==> src/rtl/align_arb_pkg.sv <==
// align_arb_pkg: shared types, constants and helpers for the round-robin
// write-sink arbiter (align_rr_arbiter and its align_rr_pick selector).
package align_arb_pkg;

    // IDLE: output register empty. HOLD: output register full, waiting for accept.
    typedef enum logic {
        IDLE = 1'b0,
        HOLD = 1'b1
    } arb_state_t;

    // Width of each per-requester grant statistics counter.
    localparam int STAT_CNT_W = 16;

    // Round-robin increment with an explicit compare against n-1, so a
    // requester count that is not a power of two still wraps to 0 correctly.
    function automatic int rr_wrap_inc(input int idx, input int n);
        return (idx == n - 1) ? 0 : idx + 1;
    endfunction

endpackage : align_arb_pkg

==> src/rtl/align_rr_pick.sv <==
// align_rr_pick: purely combinational round-robin selector. Scans req
// starting at rr_ptr, wrapping modulo NUM_REQ; the first set bit wins.
module align_rr_pick
    import align_arb_pkg::*;
#(
    parameter int NUM_REQ = 4,
    parameter int IDX_W   = $clog2(NUM_REQ)
) (
    input  logic [NUM_REQ-1:0] req,
    input  logic [IDX_W-1:0]   rr_ptr,
    output logic [NUM_REQ-1:0] grant,
    output logic [IDX_W-1:0]   grant_idx,
    output logic               any_req
);

    logic [IDX_W-1:0] scan_idx;

    // Walk the ring once from rr_ptr and latch onto the first requester found.
    always_comb begin
        // NOTE: every output gets a default before the loop, so no path through
        // this block can leave a value unassigned and infer a latch.
        grant     = '0;
        grant_idx = '0;
        any_req   = 1'b0;
        scan_idx  = rr_ptr;
        for (int k = 0; k < NUM_REQ; k++) begin
            if (!any_req && req[scan_idx]) begin
                any_req         = 1'b1;
                grant[scan_idx] = 1'b1;
                grant_idx       = scan_idx;
            end
            scan_idx = IDX_W'(rr_wrap_inc(int'(scan_idx), NUM_REQ));
        end
    end

endmodule : align_rr_pick

==> src/rtl/align_rr_arbiter.sv <==
// align_rr_arbiter: shares one valid/accept write sink between NUM_REQ
// requesters with round-robin priority and a registered output stage.
// The sink sees stable valid/data_in/addr/grant_id until it accepts; a new
// beat can be loaded on the same edge the previous one is accepted, so one
// beat per cycle is sustained.
//
// Optional feature (macro ALIGN_ARB_STATS_EN): adds per-requester 16-bit
// saturating grant counters on grant_cnt and a synchronous clear stats_clr.
module align_rr_arbiter
    import align_arb_pkg::*;
#(
    parameter int NUM_REQ    = 4,
    parameter int DATA_WIDTH = 8,
    parameter int ADDR_WIDTH = 4
) (
    input  logic                           clk,
    input  logic                           res,
    input  logic [NUM_REQ-1:0]             req_valid,
    input  logic [NUM_REQ*DATA_WIDTH-1:0]  req_data,
    input  logic [NUM_REQ*ADDR_WIDTH-1:0]  req_addr,
    output logic [NUM_REQ-1:0]             req_accept,
    output logic                           valid,
    output logic [DATA_WIDTH-1:0]          data_in,
    output logic [ADDR_WIDTH-1:0]          addr,
    input  logic                           accept,
    output logic [$clog2(NUM_REQ)-1:0]     grant_id
`ifdef ALIGN_ARB_STATS_EN
    ,
    input  logic                           stats_clr,
    output logic [NUM_REQ*STAT_CNT_W-1:0]  grant_cnt
`endif
);

    localparam int IDX_W = $clog2(NUM_REQ);

    arb_state_t         state;
    logic [IDX_W-1:0]   rr_ptr;
    logic [NUM_REQ-1:0] win_onehot;
    logic [IDX_W-1:0]   win_idx;
    logic               any_req;
    logic               load_ok;
    logic               capture;

    align_rr_pick #(
        .NUM_REQ (NUM_REQ),
        .IDX_W   (IDX_W)
    ) u_pick (
        .req       (req_valid),
        .rr_ptr    (rr_ptr),
        .grant     (win_onehot),
        .grant_idx (win_idx),
        .any_req   (any_req)
    );

    // The output register can take a new beat when empty or when its current beat leaves.
    always_comb begin
        load_ok    = (state == IDLE) || accept;
        capture    = load_ok && any_req;
        // Held at zero during reset so no requester sees a handshake that cannot be captured.
        req_accept = (load_ok && !res) ? win_onehot : '0;
    end

    // Arbiter FSM: owns the output register, the state and the round-robin pointer.
    always_ff @(posedge clk or posedge res) begin
        // NOTE: sequential state uses non-blocking assignments only, so every
        // register samples pre-edge values regardless of statement order.
        if (res) begin
            state    <= IDLE;
            valid    <= 1'b0;
            data_in  <= '0;
            addr     <= '0;
            grant_id <= '0;
            rr_ptr   <= '0;
        end else if (load_ok) begin
            if (any_req) begin
                state    <= HOLD;
                valid    <= 1'b1;
                data_in  <= req_data[win_idx*DATA_WIDTH +: DATA_WIDTH];
                addr     <= req_addr[win_idx*ADDR_WIDTH +: ADDR_WIDTH];
                grant_id <= win_idx;
                rr_ptr   <= IDX_W'(rr_wrap_inc(int'(win_idx), NUM_REQ));
            end else begin
                state <= IDLE;
                valid <= 1'b0;
            end
        end
    end

`ifdef ALIGN_ARB_STATS_EN
    logic [STAT_CNT_W-1:0] cnt_q [NUM_REQ];

    // Per-requester saturating capture counters; a clear wins over an increment.
    always_ff @(posedge clk or posedge res) begin
        // NOTE: these counters are individual registers with a defined start
        // value, not a RAM, so every entry is explicitly reset.
        if (res) begin
            for (int i = 0; i < NUM_REQ; i++) begin
                cnt_q[i] <= '0;
            end
        end else if (stats_clr) begin
            for (int i = 0; i < NUM_REQ; i++) begin
                cnt_q[i] <= '0;
            end
        end else if (capture && (cnt_q[win_idx] != '1)) begin
            cnt_q[win_idx] <= cnt_q[win_idx] + STAT_CNT_W'(1);
        end
    end

    // Flatten the counter array onto the packed statistics port.
    always_comb begin
        grant_cnt = '0;
        for (int i = 0; i < NUM_REQ; i++) begin
            grant_cnt[i*STAT_CNT_W +: STAT_CNT_W] = cnt_q[i];
        end
    end
`endif

endmodule : align_rr_arbiter

==> config.mk <==
export PLATFORM = sky130hd
export DESIGN_NAME = align_rr_arbiter
export DESIGN_NICKNAME = d
export VERILOG_FILES = /design/src/rtl/align_arb_pkg.sv /design/src/rtl/align_rr_pick.sv /design/src/rtl/align_rr_arbiter.sv
export SDC_FILE = /design/constraint.sdc
export NUM_CORES = 1
export LEC_CHECK = 0
export CAP_MARGIN = 15
export CORE_ASPECT_RATIO = 1.2
export CORE_UTILIZATION = 41
export DETAILED_ROUTE_END_ITERATION = 8
export GPL_TIMING_DRIVEN = 0
export PLACE_DENSITY = 0.81
export SLEW_MARGIN = 20
export SYNTH_ARGS = -nofsm -noshare
export SYNTH_HDL_FRONTEND = slang
export SYNTH_HIERARCHICAL = 1
export SYNTH_SLANG_ARGS = --single-unit
==> constraint.sdc <==
create_clock -name clk -period 4.75 [get_ports clk]
set_input_delay 0.475 -clock clk [delete_from_list [all_inputs] [get_ports clk]]
set_output_delay 0.475 -clock clk [all_outputs]
set_load 0.05 [all_outputs]
; ---- Yosys cells after proc, flatten, opt, wreduce, memory -nomap -nowiden
; Index checks and enable logic that the tools add are counted.
; W data, S select, Z words.
[classes]
add_sub_neg = 4
n_lt_le_gt_ge = 8
eq_ne = 4
shifts = 2
muxes = 34
bitwise_logic = 4
reduce_logical = 14
[ops]
columns = cell, count
row1 = $shiftx A32 B6 Y8, 1
row2 = $mux W4, 5
row3 = $mux W2, 8
row4 = $shiftx A16 B5 Y4, 1
row5 = $mux W1, 13
row6 = $lt A2 B3 Y1 const B, 4
row7 = $or A4 B4 Y4, 3
row8 = $add A2 B1 Y2 const B, 4
row9 = $bmux W1 S2, 4
row10 = $demux W1 S2, 4
row11 = $eq A2 B1 Y1 const B, 4
row12 = $ge A2 B1 Y1 const B, 4
row13 = $logic_and A1 B1 Y1, 8
row14 = $logic_not A1 Y1, 4
row15 = $reduce_and A2 Y1, 1
row16 = $logic_or A1 B1 Y1, 1
row17 = $not A1 Y1, 1
[word_totals]
regBits = 17
in_bits = 55
out_inout_bits = 19
word_cells = 75

; ---- Longest topological paths before layout
; Gate-level depths: netlist (run 1).
[depth]
ltp_word = 14
mapped_depth = 14
ltp_nobuf = 10

; ---- Cells and area by module
; Netlist (run 1), hierarchy kept.
[modules_own_cells]
columns = module, instances, cells_per_inst, area_each_um2, seq_area_each_um2
row1 = align_rr_arbiter, 1, 59, 989.7, 425.4
row2 = align_rr_pick, 1, 65, 524.3, 0.0

; ---- Worst setup path after synthesis (run 1)
; No wires, ideal clock.
[synth_path]
path_type = reg-to-reg
start = register rr_ptr[0]
end = register addr[0]
setup_ns = 0.125
t_arrival_ns = 3.518
required_ns = 4.625
path_slack_ns = 1.107
stages_incl_launch_ff = 14
n_path_buf = 5
synth_period_minus_slack_ns = 3.643
path_cell_list = dfrtp_1 > buf_4 > buf_2 > inv_1 > ha_1 > buf_6 > mux4_2 > a311oi_1 > or4_1 > o21a_1 > buf_6 > buf_12 > mux4_2 > mux2_2
[synth_between]
elab_chain_cells = 13
word_cells_on_any_way = 33
classes_between = 3 x add/sub / 3 x eq/ne / 1 x shift / 19 x mux / 7 x reduce/logical
[synth_rtl]
columns = element, line
row1 = "start, declared", align_rr_arbiter.sv:37  ; logic [IDX_W-1:0] rr_ptr;
row2 = "start signal, assigned", align_rr_arbiter.sv:81  ; rr_ptr <= IDX_W'(rr_wrap_inc(int'(win_idx), NUM_REQ));
row3 = "parallel branches: the longest is 11 deep, another holds $add A2 B1 Y2", n/a
row4 = $mux W2 *, align_rr_pick.sv:27  ; if (!any_req && req[scan_idx]) begin
row5 = net win_idx[0], align_rr_arbiter.sv:39  ; logic [IDX_W-1:0] win_idx;
row6 = $shiftx A16 B5 Y4 *, align_rr_arbiter.sv:79  ; addr <= req_addr[win_idx*ADDR_WIDTH +: ADDR_WIDTH];
row7 = "end signal, assigned", align_rr_arbiter.sv:79
row8 = "end, declared", align_rr_arbiter.sv:24  ; output logic [ADDR_WIDTH-1:0] addr,
; Mark *: on every way through the listed nets, which the timed path passes. The select of a mux whose other input is x is not followed.
; A chain may end at the register's enable or synchronous reset.

; ---- Worst setup path after layout (run 1)
[layout_path]
start = register rr_ptr[0]
end = output port req_accept[2]
[layout_between]
elab_chain_cells = 13
word_cells_on_any_way = 54
classes_between = 3 x add/sub / 8 x order compare / 3 x eq/ne / 27 x mux / 3 x bitwise / 10 x reduce/logical
[layout_rtl]
columns = element, line
row1 = "$add A2 B1 Y2, or another cell as far along", align_arb_pkg.sv:17  ; return (idx == n - 1) ? 0 : idx + 1;
row2 = $mux W2 or $mux W1 (tied branches), "align_arb_pkg.sv:17, align_rr_pick.sv:27"
row3 = "$add A2 B1 Y2, or another cell as far along", align_arb_pkg.sv:17
row4 = "$mux W2, or another cell as far along", align_arb_pkg.sv:17
row5 = "$add A2 B1 Y2, or another cell as far along", align_arb_pkg.sv:17
row6 = "$mux W2, or another cell as far along", align_arb_pkg.sv:17
row7 = "$lt A2 B3 Y1 (not written as such), or another cell as far along", align_rr_pick.sv:29  ; grant[scan_idx] = 1'b1;
row8 = "$logic_and A1 B1 Y1 (not written as such), or another cell as far along", align_rr_pick.sv:29
row9 = "$mux W1 (not written as such), or another cell as far along", align_rr_pick.sv:29
row10 = "$demux W1 S2, or another cell as far along", n/a
row11 = $or A4 B4 Y4 (no source line) or $logic_and A1 B1 Y1 (tied branches), n/a
row12 = $mux W4 *, align_rr_pick.sv:27
row13 = net win_onehot[2], align_rr_arbiter.sv:38  ; logic [NUM_REQ-1:0] win_onehot;
row14 = $mux W4 *, align_rr_arbiter.sv:60  ; req_accept = (load_ok && !res) ? win_onehot : '0;
row15 = "end, declared", align_rr_arbiter.sv:21  ; output logic [NUM_REQ-1:0] req_accept,
; The timed path passes the listed nets; every way through them passes the cells marked *. The select of a mux whose other input is x is not followed.

==> results of run 1 <==
## critical path: stages, from the launching register on
cell             delay, ns
dfrtp_1               0.43
buf_4                 0.22
buf_2                 0.23
inv_1                 0.14
ha_1                  0.32
buf_6                 0.13
mux4_2                0.55
a311oi_1              0.54
a221o_1               0.25
and3_1                0.15
clkdlybuf4s50_1       0.81
## cells in the final DEF, fill, tap and decap left out, types with 2 or more instances in the layout
cell type	count
mux4_1	3
mux2i_1	3
inv_1	6
clkbuf_1	3
nor2_1	3
a32o_1	2
buf_6	2
a22o_1	4
dfrtp_1	17
clkdlybuf4s50_1	72
clkbuf_8	3
mux2_2	16
o21a_1	2
nand2b_1	2
nand4_1	2
a221o_1	5
and3_1	4
mux4_2	12
o211ai_1	3
nand2_1	8
a21oi_1	3
ha_1	8
buf_2	5
## power by group
part | total [mW] | internal, mW | switching (mW) | leakage (nW)
Sequential | 0.271 | 0.227 | 0.0434 | 0.197
Combinational | 1.54 | 0.756 | 0.779 | 0.729
Clock | 0.104 | 0.0595 | 0.0447 | 0.0228
## cells in the mapped netlist, types with 4 or more instances
library cell | n | area share
dfrtp_1 | 17 | 0.28
mux2_2 | 16 | 0.12
ha_1 | 8 | 0.066
buf_2 | 5 | 0.017
inv_1 | 6 | 0.015
a221o_1 | 5 | 0.033
a22o_1 | 4 | 0.023
and3_1 | 4 | 0.017
mux4_2 | 12 | 0.18
nand2_1 | 8 | 0.020
## cell type report
type | count | area [um^2]
Multi-Input combinational cell | 90 | 983
Timing Repair Buffer | 72 | 721
Inverter | 6 | 22.5
Sequential cell | 17 | 425
Tap cell | 37 | 46.3
Buffer | 11 | 82.6
Fill cell | 269 | 1100
Clock buffer | 4 | 45.0
## logic make-up after synthesis
group                      Yosys count  share of synthesized area
AOI/OAI and AO/OA                   24                      0.129
buffers and inverters               17                     0.0694
muxes                               34                      0.369
DFF                                 17                      0.281
and+or+nand+nor                     24                     0.0851
adders and majority gates            8                     0.0661
## final timing paths
check | from | end | cells after the start
setup / recovery | rr_ptr[0]$_DFFE_PP0P_ | req_accept[2] | 10
hold / removal | addr[1]$_DFFE_PP0P_ | addr[1]$_DFFE_PP0P_ | 1
setup reg to reg | rr_ptr[0]$_DFFE_PP0P_ | addr[0]$_DFFE_PP0P_ | 13
hold reg to reg | addr[1]$_DFFE_PP0P_ | addr[1]$_DFFE_PP0P_ | 1
max in group asynchronous | res | data_in[5]$_DFFE_PP0P_ | 2
min in group asynchronous | res | data_in[6]$_DFFE_PP0P_ | 2
## metrics by stage
| step | util | hold slack [ns] | setup WS [ns] | power [mW] |
|---|---|---|---|---|
| 3_5_place_dp | 0.666 | 0.492 | 0.565 | 1.82 |
| 4_1_cts | 0.679 | 0.506 | 0.257 | 1.93 |
| 3_3_place_gp | 0.666 | 0.486 | 0.651 | 1.77 |
| 2_1_floorplan | - | 0.422 | 1.11 | 1.45 |
| 6_report | 0.679 | 0.505 | 0.262 | 1.91 |
| 5_1_grt | 0.679 | 0.514 | 0.0286 | 2.05 |
## metal layers
metal,track usage,wire (um),vias to the layer above
li1,-,-,650
met1,0.222,1420,663
met2,0.419,2200,62
met3,0.0429,374,5
met4,0.0823,55,0
met5,0,0,-
## flip-flops by register name, summed over array words and instances, names as in the netlist
name and count:
data_in 8, addr 4, grant_id 2, rr_ptr 2, state 1
==> tab_implementation.tex, run 1 <==
\begin{tabular}{lr}
\hline
Metric & Value \\
\hline
\multicolumn{2}{l}{\textbf{Detailed routing}} \\
\quad Via density per instance & 5.82 \\
\quad Router iterations before antenna repair & 8 \\
\quad Antenna-violating nets left & 0 \\
\quad Routed length per instance & 17.1 um \\
\quad Total number of vias & 1380 \\
\quad Count of routing violations after the opening detailed-route iteration & 65 \\
\quad DRC errors left & 12 \\
\quad Total length of routed wires & 4060 um \\
\multicolumn{2}{l}{\textbf{Synthesis}} \\
\quad \#FFs+latches synth & 17 \\
\quad Cell area after synthesis & 1510 um\^{}2 \\
\quad Net count after synthesis & 187 \\
\quad Share of synthesized flip-flops with an asynchronous set or reset & 1.00 \\
\quad Cell count after synthesis & 124 \\
\quad Seq/Total Area, Yosys & 0.281 \\
\quad Number of warnings printed during yosys synthesis & 6 \\
\quad Distinct cells, synth & 33 \\
\quad Mean cell area of the mapped netlist & 12.2 um\^{}2 \\
\quad Number of enable-type register cells in the synthesized netlist & 0 \\
\quad Dominant synthesized flop cell & dfrtp\_1 \\
\multicolumn{2}{l}{\textbf{Timing}} \\
\quad Number of setup violations in the final report & 0 \\
\quad Share of the cycle needed by the critical path after routing & 0.945 \\
\quad FMAX & 0.223 GHz \\
\quad Worst-case clock skew & 0.000876 ns \\
\quad Clock period minus final worst setup slack & roughly 4.5 ns \\
\quad Measured slew at the worst slew-check pin & 0.698 ns \\
\quad Final number of max-transition violations & 0 \\
\quad Endpoints failing hold & 0 \\
\quad Final total negative setup slack & 0 ns \\
\quad Setup repair after global routing missed its margin & false \\
\quad Remaining max-slew budget at the tightest pin & 0.534 \\
\multicolumn{2}{l}{\textbf{Worst hold path}} \\
\quad Type of the most critical hold path & register to register \\
\multicolumn{2}{l}{\textbf{CTS}} \\
\quad Clock Path Buffers & 2 \\
\quad Clk Tree Root Cell & clkbuf\_8 \\
\quad TritonCTS clock tree & done \\
\quad Number of post-CTS setup repair buffers & 0 \\
\quad CTS HTree Levels & 1 \\
\quad Total of cells resized after clock tree synthesis & 0 \\
\quad CTS buffer count & 3 \\
\quad Cts-stage hold buffer count & 0 \\
\quad Clock latency on the worst-skew pair & approximately 0.25 ns \\
\quad Clk pin slew, worst setup/hold paths & 0.06 ns \\
\quad Clock net sink count & 17 \\
\multicolumn{2}{l}{\textbf{Placed design}} \\
\quad Placed cell count & roughly 230 \\
\quad Final weighted congestion in routability-driven placement & 0.871 \\
\quad Post-detailed-placement cell area & 2280 um\^{}2 \\
\quad Count of buffers from port buffering & 72 \\
\quad DPL Wire Length & 3330 um \\
\multicolumn{2}{l}{\textbf{Power}} \\
\quad Leakage power figure & approximately 0.95 nW \\
\quad Worst vdd ir & 412 uV \\
\quad Power Dens Cells & 821 nW/um\^{}2 \\
\multicolumn{2}{l}{\textbf{Setup path}} \\
\quad Critical-path maximum fanout & 10 \\
\quad Category of the critical setup timing path & register to output port \\
\quad Capturing element type of the critical path & output port \\
\quad Category of the worst setup path launch point & register \\
\quad Data required, critical path & approximately 4.3 ns \\
\quad Register-to-register setup slack & 0.64 ns \\
\quad CP arrival & 4.01 ns \\
\multicolumn{2}{l}{\textbf{Die}} \\
\quad Initial Util & 0.442 \\
\quad X dimension of the die & 57.5 um \\
\quad Std cell rows & 23 \\
\quad Die Footprint & about 3900 um\^{}2 \\
\quad Die Y & between 60 and 70 um \\
\quad I/O Pins & 74 \\
\quad Placeable core region & roughly 3400 um\^{}2 \\
\multicolumn{2}{l}{\textbf{GRT}} \\
\quad Total Routing Usage GR & 0.213 \\
\quad Largest net degree at the start of global routing & 22 \\
\quad Number of antenna violations at the first check in global routing & 0 \\
\quad Vias in the first global route & 1293 \\
\quad Wire length of the first global-routing pass & 6260 um \\
\quad Aggregate global routing overflow & 0 \\
\multicolumn{2}{l}{\textbf{Status}} \\
\quad Result of the run & finished, violations left \\
\quad Violated checks & design-rule violations \\
\multicolumn{2}{l}{\textbf{Final layout}} \\
\quad Share of final-layout standard cells stronger than drive strength 1 & 0.205 \\
\quad Total non-filler cell area in the finished layout & 2330 um\^{}2 \\
\quad Antenna fix cells & 0 \\
\quad Post-Layout Cell Count & 237 \\
\quad Nets & 264 \\
\quad Layout-stage area growth over the synthesis result & 53.6\% \\
\multicolumn{2}{l}{\textbf{Job}} \\
\quad Max-cap violations & 0 \\
\hline
\end{tabular}
No activity file was read; power rests on OpenSTA's default activity.
==> run 2: changes to the inputs <==
--- a/config.mk
+++ b/config.mk
@@ -6,11 +6,9 @@
 export NUM_CORES = 1
 export LEC_CHECK = 0
 export CAP_MARGIN = 15
-export CORE_ASPECT_RATIO = 1.2
-export CORE_UTILIZATION = 41
+export CORE_UTILIZATION = 37
 export DETAILED_ROUTE_END_ITERATION = 8
-export GPL_TIMING_DRIVEN = 0
-export PLACE_DENSITY = 0.81
+export PLACE_DENSITY = 0.77
 export SLEW_MARGIN = 20
 export SYNTH_ARGS = -nofsm -noshare
 export SYNTH_HDL_FRONTEND = slang
==> constraint.sdc (replaced) <==
create_clock -name clk -period 3.7 [get_ports clk]
set_input_delay 0.37 -clock clk [delete_from_list [all_inputs] [get_ports clk]]
set_output_delay 0.37 -clock clk [all_outputs]
set_load 0.05 [all_outputs]
==> tab_implementation.tex, run 2 (synthesis gave the netlist of run 1 again) <==
\begin{tabular}{lr}
\hline
Metric & Value \\
\hline
\multicolumn{2}{l}{\textbf{Worst hold path}} \\
\quad Type of the most critical hold path & register to register \\
\quad End point of the most critical hold path & data\_in[1]\$\_DFFE\_PP0P\_ \\
\quad Worst Hold Depth & 1 \\
\quad Worst hold start & data\_in[1]\$\_DFFE\_PP0P\_ \\
\multicolumn{2}{l}{\textbf{Final layout}} \\
\quad Post-Layout Cell Count & 244 \\
\quad Post-layout util & 0.620 \\
\quad Most used cells in the layout excluding fill and tap cells & clkdlybuf4s50\_1, dfrtp\_1, mux2\_2, mux4\_2 \\
\quad Share of final-layout standard cells stronger than drive strength 1 & 0.219 \\
\quad Max reg flops & 8 \\
\quad Nets & 260 \\
\quad Layout-stage area growth over the synthesis result & 55.5\% \\
\quad Register name with the most flops & data\_in \\
\quad Largest registers & data\_in (8), addr (4) \\
\quad Most common library cell in the layout ignoring fill and taps & clkdlybuf4s50\_1 \\
\quad Antenna fix cells & 0 \\
\quad Filler Cells Inserted & between 200 and 300 \\
\multicolumn{2}{l}{\textbf{CTS}} \\
\quad TritonCTS clock tree & done \\
\quad Clk pin slew, worst setup/hold paths & 0.06 ns \\
\quad Cts-stage hold buffer count & 0 \\
\quad Number of post-CTS setup repair buffers & 0 \\
\quad Clock Path Buffers & 2 \\
\quad CTS buffer count & 3 \\
\quad Clock latency on the worst-skew pair & 0.25 ns \\
\quad Clock net sink count & 17 \\
\quad CTS HTree Levels & 1 \\
\quad Clk Tree Root Cell & clkbuf\_8 \\
\multicolumn{2}{l}{\textbf{Die}} \\
\quad Die Footprint & 4350 um\^{}2 \\
\quad Std cell rows & 22 \\
\quad Initial Util & 0.399 \\
\quad X dimension of the die & 66.0 um \\
\quad I/O Pins & 74 \\
\quad Placeable core region & 3800 um\^{}2 \\
\quad Die Y & 66.0 um \\
\multicolumn{2}{l}{\textbf{Power}} \\
\quad Power Dens Cells & 1020 nW/um\^{}2 \\
\quad Leakage power figure & between 0.9 and 1 nW \\
\quad Overall power of the completed layout & 2.41 mW \\
\quad Worst vdd ir & 468 uV \\
\multicolumn{2}{l}{\textbf{GRT}} \\
\quad Number of antenna violations at the first check in global routing & 0 \\
\quad Largest net degree at the start of global routing & 22 \\
\quad Wire length of the first global-routing pass & 6160 um \\
\quad Vias in the first global route & 1309 \\
\quad Aggregate global routing overflow & 0 \\
\quad Total Routing Usage GR & 0.190 \\
\multicolumn{2}{l}{\textbf{Timing}} \\
\quad Worst-case clock skew & just under 0.004 ns \\
\quad Measured slew at the worst slew-check pin & 0.724 ns \\
\quad Endpoints failing hold & 0 \\
\quad Final number of max-transition violations & 0 \\
\quad Clock period minus final worst setup slack & 3.42 ns \\
\quad Number of setup violations in the final report & 0 \\
\quad Setup repair after global routing missed its margin & false \\
\quad Fin worst setup slack & 0.283 ns \\
\quad Share of the cycle needed by the critical path after routing & 0.924 \\
\quad Hold Slack & slightly above 0.5 ns \\
\quad FMAX & 0.293 GHz \\
\quad Remaining max-slew budget at the tightest pin & 0.516 \\
\multicolumn{2}{l}{\textbf{Detailed routing}} \\
\quad Antenna-violating nets left & 0 \\
\quad Via density per instance & 5.57 \\
\quad Count of routing violations after the opening detailed-route iteration & 49 \\
\quad DRC errors left & 0 \\
\quad Total length of routed wires & around 4100 um \\
\quad Router iterations before antenna repair & 4 \\
\quad Total number of vias & between 1000 and 1500 \\
\quad Routed length per instance & 16.8 um \\
\multicolumn{2}{l}{\textbf{Setup path}} \\
\quad Worst r2r src & rr\_ptr[0]\$\_DFFE\_PP0P\_ \\
\quad Category of the worst setup path launch point & register \\
\quad Worst Reg2Reg Path Length in Cells & 8 \\
\quad CP arrival & 3.55 ns \\
\quad Reg-to-reg critical path endpoint & data\_in[7]\$\_DFFE\_PP0P\_ \\
\quad Data required, critical path & 3.83 ns \\
\quad Critical-path maximum fanout & 15 \\
\quad Capturing element type of the critical path & register \\
\quad Maximum cell stage delay along the critical path & $\sim$0.63 ns \\
\quad Register-to-register setup slack & approximately 0.28 ns \\
\quad Category of the critical setup timing path & register to register \\
\quad Cells along the critical path & inv\_1 > ha\_1 > mux4\_2 > a311oi\_1 > or4\_1 > o21a\_2 > mux4\_1 > mux2\_2 \\
\quad CP max stage cell & mux4\_1 \\
\multicolumn{2}{l}{\textbf{Placed design}} \\
\quad Placed cell count & 240 \\
\quad Count of buffers from port buffering & 73 \\
\quad Worst slack at placement & -0.0468 ns \\
\quad DPL Wire Length & 3170 um \\
\quad Final weighted congestion in routability-driven placement & 0.836 \\
\multicolumn{2}{l}{\textbf{Job}} \\
\quad Max-cap violations & 0 \\
\multicolumn{2}{l}{\textbf{Status}} \\
\quad Result of the run & finished, final reports clean \\
\hline
\end{tabular}
==> run 2: changes by cell type in the layout (fill, tap and decap cells not counted), sizes merged <==
cell / previous run / this run
clkbuf: 6 / 4
buf: 9 / 10
clkdlybuf4s50: 72 / 69
==> run 2: metal layers <==
layer | up-vias | global-route usage | share of wire
met1 | 645 | 0.220 | 0.40
met2 | 75 | 0.338 | 0.48
met4 | 0 | 0.0745 | 0.012
met5 | - | 0 | 0
li1 | 634 | - | -
met3 | 4 | 0.0397 | 0.10
==> run 2: what timing repair did <==
action,4_1_cts,5_1_grt
hold endpoints to repair,0,0
endpoints found under the setup margin,1,0
gates resized for setup,1,0
==> run 2: worst max path at each step <==
stage | from | slack (ns) | end
2_1_floorplan | rr_ptr[0]$_DFFE_PP0P_ | 0.06 | addr[0]$_DFFE_PP0P_
3_3_place_gp | req_valid[2] | 0.15 | data_in[4]$_DFFE_PP0P_
3_5_place_dp | req_valid[2] | -0.05 | data_in[7]$_DFFE_PP0P_
4_1_cts | rr_ptr[0]$_DFFE_PP0P_ | 0.27 | data_in[7]$_DFFE_PP0P_
5_1_grt | rr_ptr[0]$_DFFE_PP0P_ | 0.14 | data_in[7]$_DFFE_PP0P_
6_report | rr_ptr[0]$_DFFE_PP0P_ | 0.28 | data_in[7]$_DFFE_PP0P_
==> run 2: area by class of cell <==
type,count,area [um^2],share of cell area
Multi-Input combinational cell,90,985,0.418
Timing Repair Buffer,79,816,0.347
Sequential cell,17,425,0.181
Tap cell,48,60.1,0.0255
Clock buffer,4,45.0,0.0191
Inverter,6,22.5,0.00957
==> run 2: stage by stage <==
step | setup TNS, ns | instance area (um^2)
2_1_floorplan | 0 | 1510
3_3_place_gp | 0 | 2310
3_5_place_dp | -0.0719 | 2310
4_1_cts | 0 | 2350
5_1_grt | 0 | 2350
6_report | 0 | 2350
==> run 2: where the power goes <==
group          internal, mW  leakage, nW  switching, mW  total (mW)
Combinational         0.925        0.735           1.01        1.93
Clock                0.0762       0.0228         0.0590       0.135
Sequential            0.292        0.197         0.0493       0.341
==> run 2: worst max-delay path, delay by kind of cell, from the launching register on <==
family          cells  cell delay [ns]
mux                 3             1.49
compound gates      2             0.75
flops               1             0.37
buf+inv             1             0.11
fa+ha+maj           1             0.42
simple gates        1             0.16
==> run 3: changes to the inputs <==
--- a/config.mk
+++ b/config.mk
@@ -8,7 +8,8 @@
 export CAP_MARGIN = 15
 export CORE_UTILIZATION = 37
 export DETAILED_ROUTE_END_ITERATION = 8
-export PLACE_DENSITY = 0.77
+export GPL_ROUTABILITY_DRIVEN = 0
+export PLACE_DENSITY = 0.85
 export SLEW_MARGIN = 20
 export SYNTH_ARGS = -nofsm -noshare
 export SYNTH_HDL_FRONTEND = slang
==> tab_implementation.tex, run 3 (synthesis gave the netlist of run 1 again) <==
\begin{tabular}{lr}
\hline
Metric & Value \\
\hline
\multicolumn{2}{l}{\textbf{Final layout}} \\
\quad Layout-stage area growth over the synthesis result & 55.4\% \\
\quad Register name with the most flops & data\_in \\
\quad Most common library cell in the layout ignoring fill and taps & clkdlybuf4s50\_1 \\
\quad Post-Layout Cell Count & 244 \\
\quad Share of final-layout standard cells stronger than drive strength 1 & 0.214 \\
\quad Filler Cells Inserted & 313 \\
\quad Max reg flops & 8 \\
\quad Most used cells in the layout excluding fill and tap cells & clkdlybuf4s50\_1, dfrtp\_1, mux2\_2, mux4\_2 \\
\quad Antenna fix cells & 0 \\
\quad Largest registers & data\_in (8), addr (4) \\
\quad Nets & 260 \\
\multicolumn{2}{l}{\textbf{Power}} \\
\quad Power Dens Cells & 1010 nW/um\^{}2 \\
\quad Sw Pwr & about 1.1 mW \\
\quad Fraction of power consumed by the clock network & 0.055 \\
\quad Combinational share of power & 0.803 \\
\quad Internal power component & 1.29 mW \\
\quad Worst vdd ir & 408 uV \\
\quad Seq pwr share & 0.142 \\
\quad Switch share & 0.456 \\
\quad Leakage power figure & roughly 0.95 nW \\
\multicolumn{2}{l}{\textbf{GRT}} \\
\quad Wire length of the first global-routing pass & 6020 um \\
\quad Global route hottest layer & met2 \\
\quad Vias in the first global route & 1319 \\
\quad Met2 Track Usage GR & 0.337 \\
\quad Aggregate global routing overflow & 0 \\
\quad GR Util met3 & 0.0534 \\
\quad Largest net degree at the start of global routing & 23 \\
\quad Total Routing Usage GR & 0.180 \\
\quad Number of antenna violations at the first check in global routing & 0 \\
\quad Met1 GRT Util & 0.196 \\
\multicolumn{2}{l}{\textbf{Setup path}} \\
\quad Capturing element type of the critical path & register \\
\quad Category of the critical setup timing path & register to register \\
\quad Worst Reg2Reg Path Length in Cells & 9 \\
\quad Buffers plus inverters on the worst setup path & 2 \\
\quad Maximum cell stage delay along the critical path & 0.59 ns \\
\quad CP arrival & around 3.5 ns \\
\quad Dominant cell type by count on the critical path & mux4\_2 \\
\quad Category of the worst setup path launch point & register \\
\quad CP top delay family & multiplexers \\
\quad Critical-path maximum fanout & 15 \\
\quad Data required, critical path & between 3 and 4 ns \\
\quad Cells along the critical path & inv\_1 > ha\_1 > mux4\_2 > nor2b\_4 > or4\_1 > o21a\_1 > buf\_4 > mux4\_2 > mux2\_2 \\
\quad Count of cell instances traversed by the critical path & 9 \\
\quad CP max stage cell & mux4\_2 \\
\multicolumn{2}{l}{\textbf{CTS}} \\
\quad Clock latency on the worst-skew pair & 0.24 ns \\
\quad Clk Tree Root Cell & clkbuf\_8 \\
\quad Clock net sink count & 17 \\
\quad Clock Path Buffers & 2 \\
\quad CTS HTree Levels & 1 \\
\quad CTS buffer count & 3 \\
\quad Number of post-CTS setup repair buffers & 0 \\
\quad Total of cells resized after clock tree synthesis & 0 \\
\quad TritonCTS clock tree & done \\
\quad Cts-stage hold buffer count & 0 \\
\quad Clk pin slew, worst setup/hold paths & 0.06 ns \\
\multicolumn{2}{l}{\textbf{Job}} \\
\quad Max-cap violations & 0 \\
\multicolumn{2}{l}{\textbf{Detailed routing}} \\
\quad Total number of vias & 1358 \\
\quad Router iterations before antenna repair & 4 \\
\quad Routed length per instance & $\sim$15 um \\
\quad DRC errors left & 0 \\
\quad Antenna-violating nets left & 0 \\
\quad Via density per instance & approximately 5.6 \\
\quad Total length of routed wires & 3750 um \\
\quad Count of routing violations after the opening detailed-route iteration & 28 \\
\multicolumn{2}{l}{\textbf{Die}} \\
\quad Std cell rows & 22 \\
\quad Initial Util & 0.399 \\
\quad Placeable core region & 3800 um\^{}2 \\
\quad Die Y & 66.0 um \\
\quad X dimension of the die & $\sim$66 um \\
\quad I/O Pins & 74 \\
\quad Die Footprint & 4350 um\^{}2 \\
\multicolumn{2}{l}{\textbf{Worst hold path}} \\
\quad Type of the most critical hold path & primary input to asynchronous set/reset pin \\
\multicolumn{2}{l}{\textbf{Timing}} \\
\quad Setup repair after global routing missed its margin & false \\
\quad Worst-case clock skew & around 0.0032 ns \\
\quad Measured slew at the worst slew-check pin & 0.687 ns \\
\quad Clock period minus final worst setup slack & between 3 and 4 ns \\
\quad Number of setup violations in the final report & 0 \\
\quad Remaining max-slew budget at the tightest pin & 0.541 \\
\quad FMAX & 0.300 GHz \\
\quad Endpoints failing hold & 0 \\
\quad Share of the cycle needed by the critical path after routing & 0.902 \\
\quad Final total negative setup slack & 0 ns \\
\quad Final number of max-transition violations & 0 \\
\multicolumn{2}{l}{\textbf{Status}} \\
\quad Result of the run & finished, final reports clean \\
\multicolumn{2}{l}{\textbf{Placed design}} \\
\quad Count of buffers from port buffering & 73 \\
\quad DPL Wire Length & 3000 um \\
\quad Placed cell count & 240 \\
\hline
\end{tabular}
==> run 3: cell count changes in the layout (fill, tap and decap cells not counted) <==
cell and change:
o21a_1 +1, o21a_2 -1
==> run 3: final timing paths <==
check                                       start                      to  slack (ns)
min reg2reg                data_in[3]$_DFFE_PP0P_  data_in[3]$_DFFE_PP0P_        0.50
max reg2reg                 rr_ptr[1]$_DFFE_PP0P_  data_in[0]$_DFFE_PP0P_        0.36
min                                           res     addr[2]$_DFFE_PP0P_        0.46
max                         rr_ptr[1]$_DFFE_PP0P_  data_in[0]$_DFFE_PP0P_        0.36
max in group asynchronous                     res     addr[0]$_DFFE_PP0P_        3.04
min in group clk           data_in[3]$_DFFE_PP0P_  data_in[3]$_DFFE_PP0P_        0.50
==> run 3: worst register-to-register path: cells and delay by family, from the launching register on <==
family | cells | cell delay (ns)
compound gates | 1 | 0.12
fa+ha+maj | 1 | 0.48
buf+inv | 2 | 0.32
flops | 1 | 0.34
mux | 3 | 1.33
simple gates | 2 | 0.63
==> run 3: final cells by class <==
cell class | count | area (um^2) | share of cell area
multi-input cells | 90 | 983 | 0.418
inverters | 6 | 22.5 | 0.00957
flip-flops and latches | 17 | 425 | 0.181
repair buffers | 79 | 816 | 0.347
well taps | 48 | 60.1 | 0.0255
clock buffers | 4 | 45.0 | 0.0191
==> run 3: layer usage <==
metal  up-vias  routed length (um)
li1        634                   -
met3         2                 395
met1       656                1500
met2        66                1850
met5         -                   0
met4         0                  13
==> run 3: through the flow <==
step	util	setup WS, ns	cell area, um^2	hold slack [ns]	total power, mW
after floorplan	-	0.0569	1510	0.317	1.86
after global placement	0.607	0.417	2310	0.486	2.22
after detailed placement	0.607	0.373	2310	0.493	2.25
after CTS	0.619	0.353	2350	0.466	2.39
after global routing	0.619	0.172	2350	0.488	2.55
final	0.619	0.364	2350	0.464	2.37
==> run 3: power by group through the flow <==
stage               Clock (mW)  Sequential, mW  Combinational, mW
finish                   0.130           0.337               1.91
global route             0.145           0.348               2.05
CTS                      0.136           0.338               1.92
detailed placement           0           0.342               1.91
global placement             0           0.336               1.89
floorplan                    0           0.635               1.23
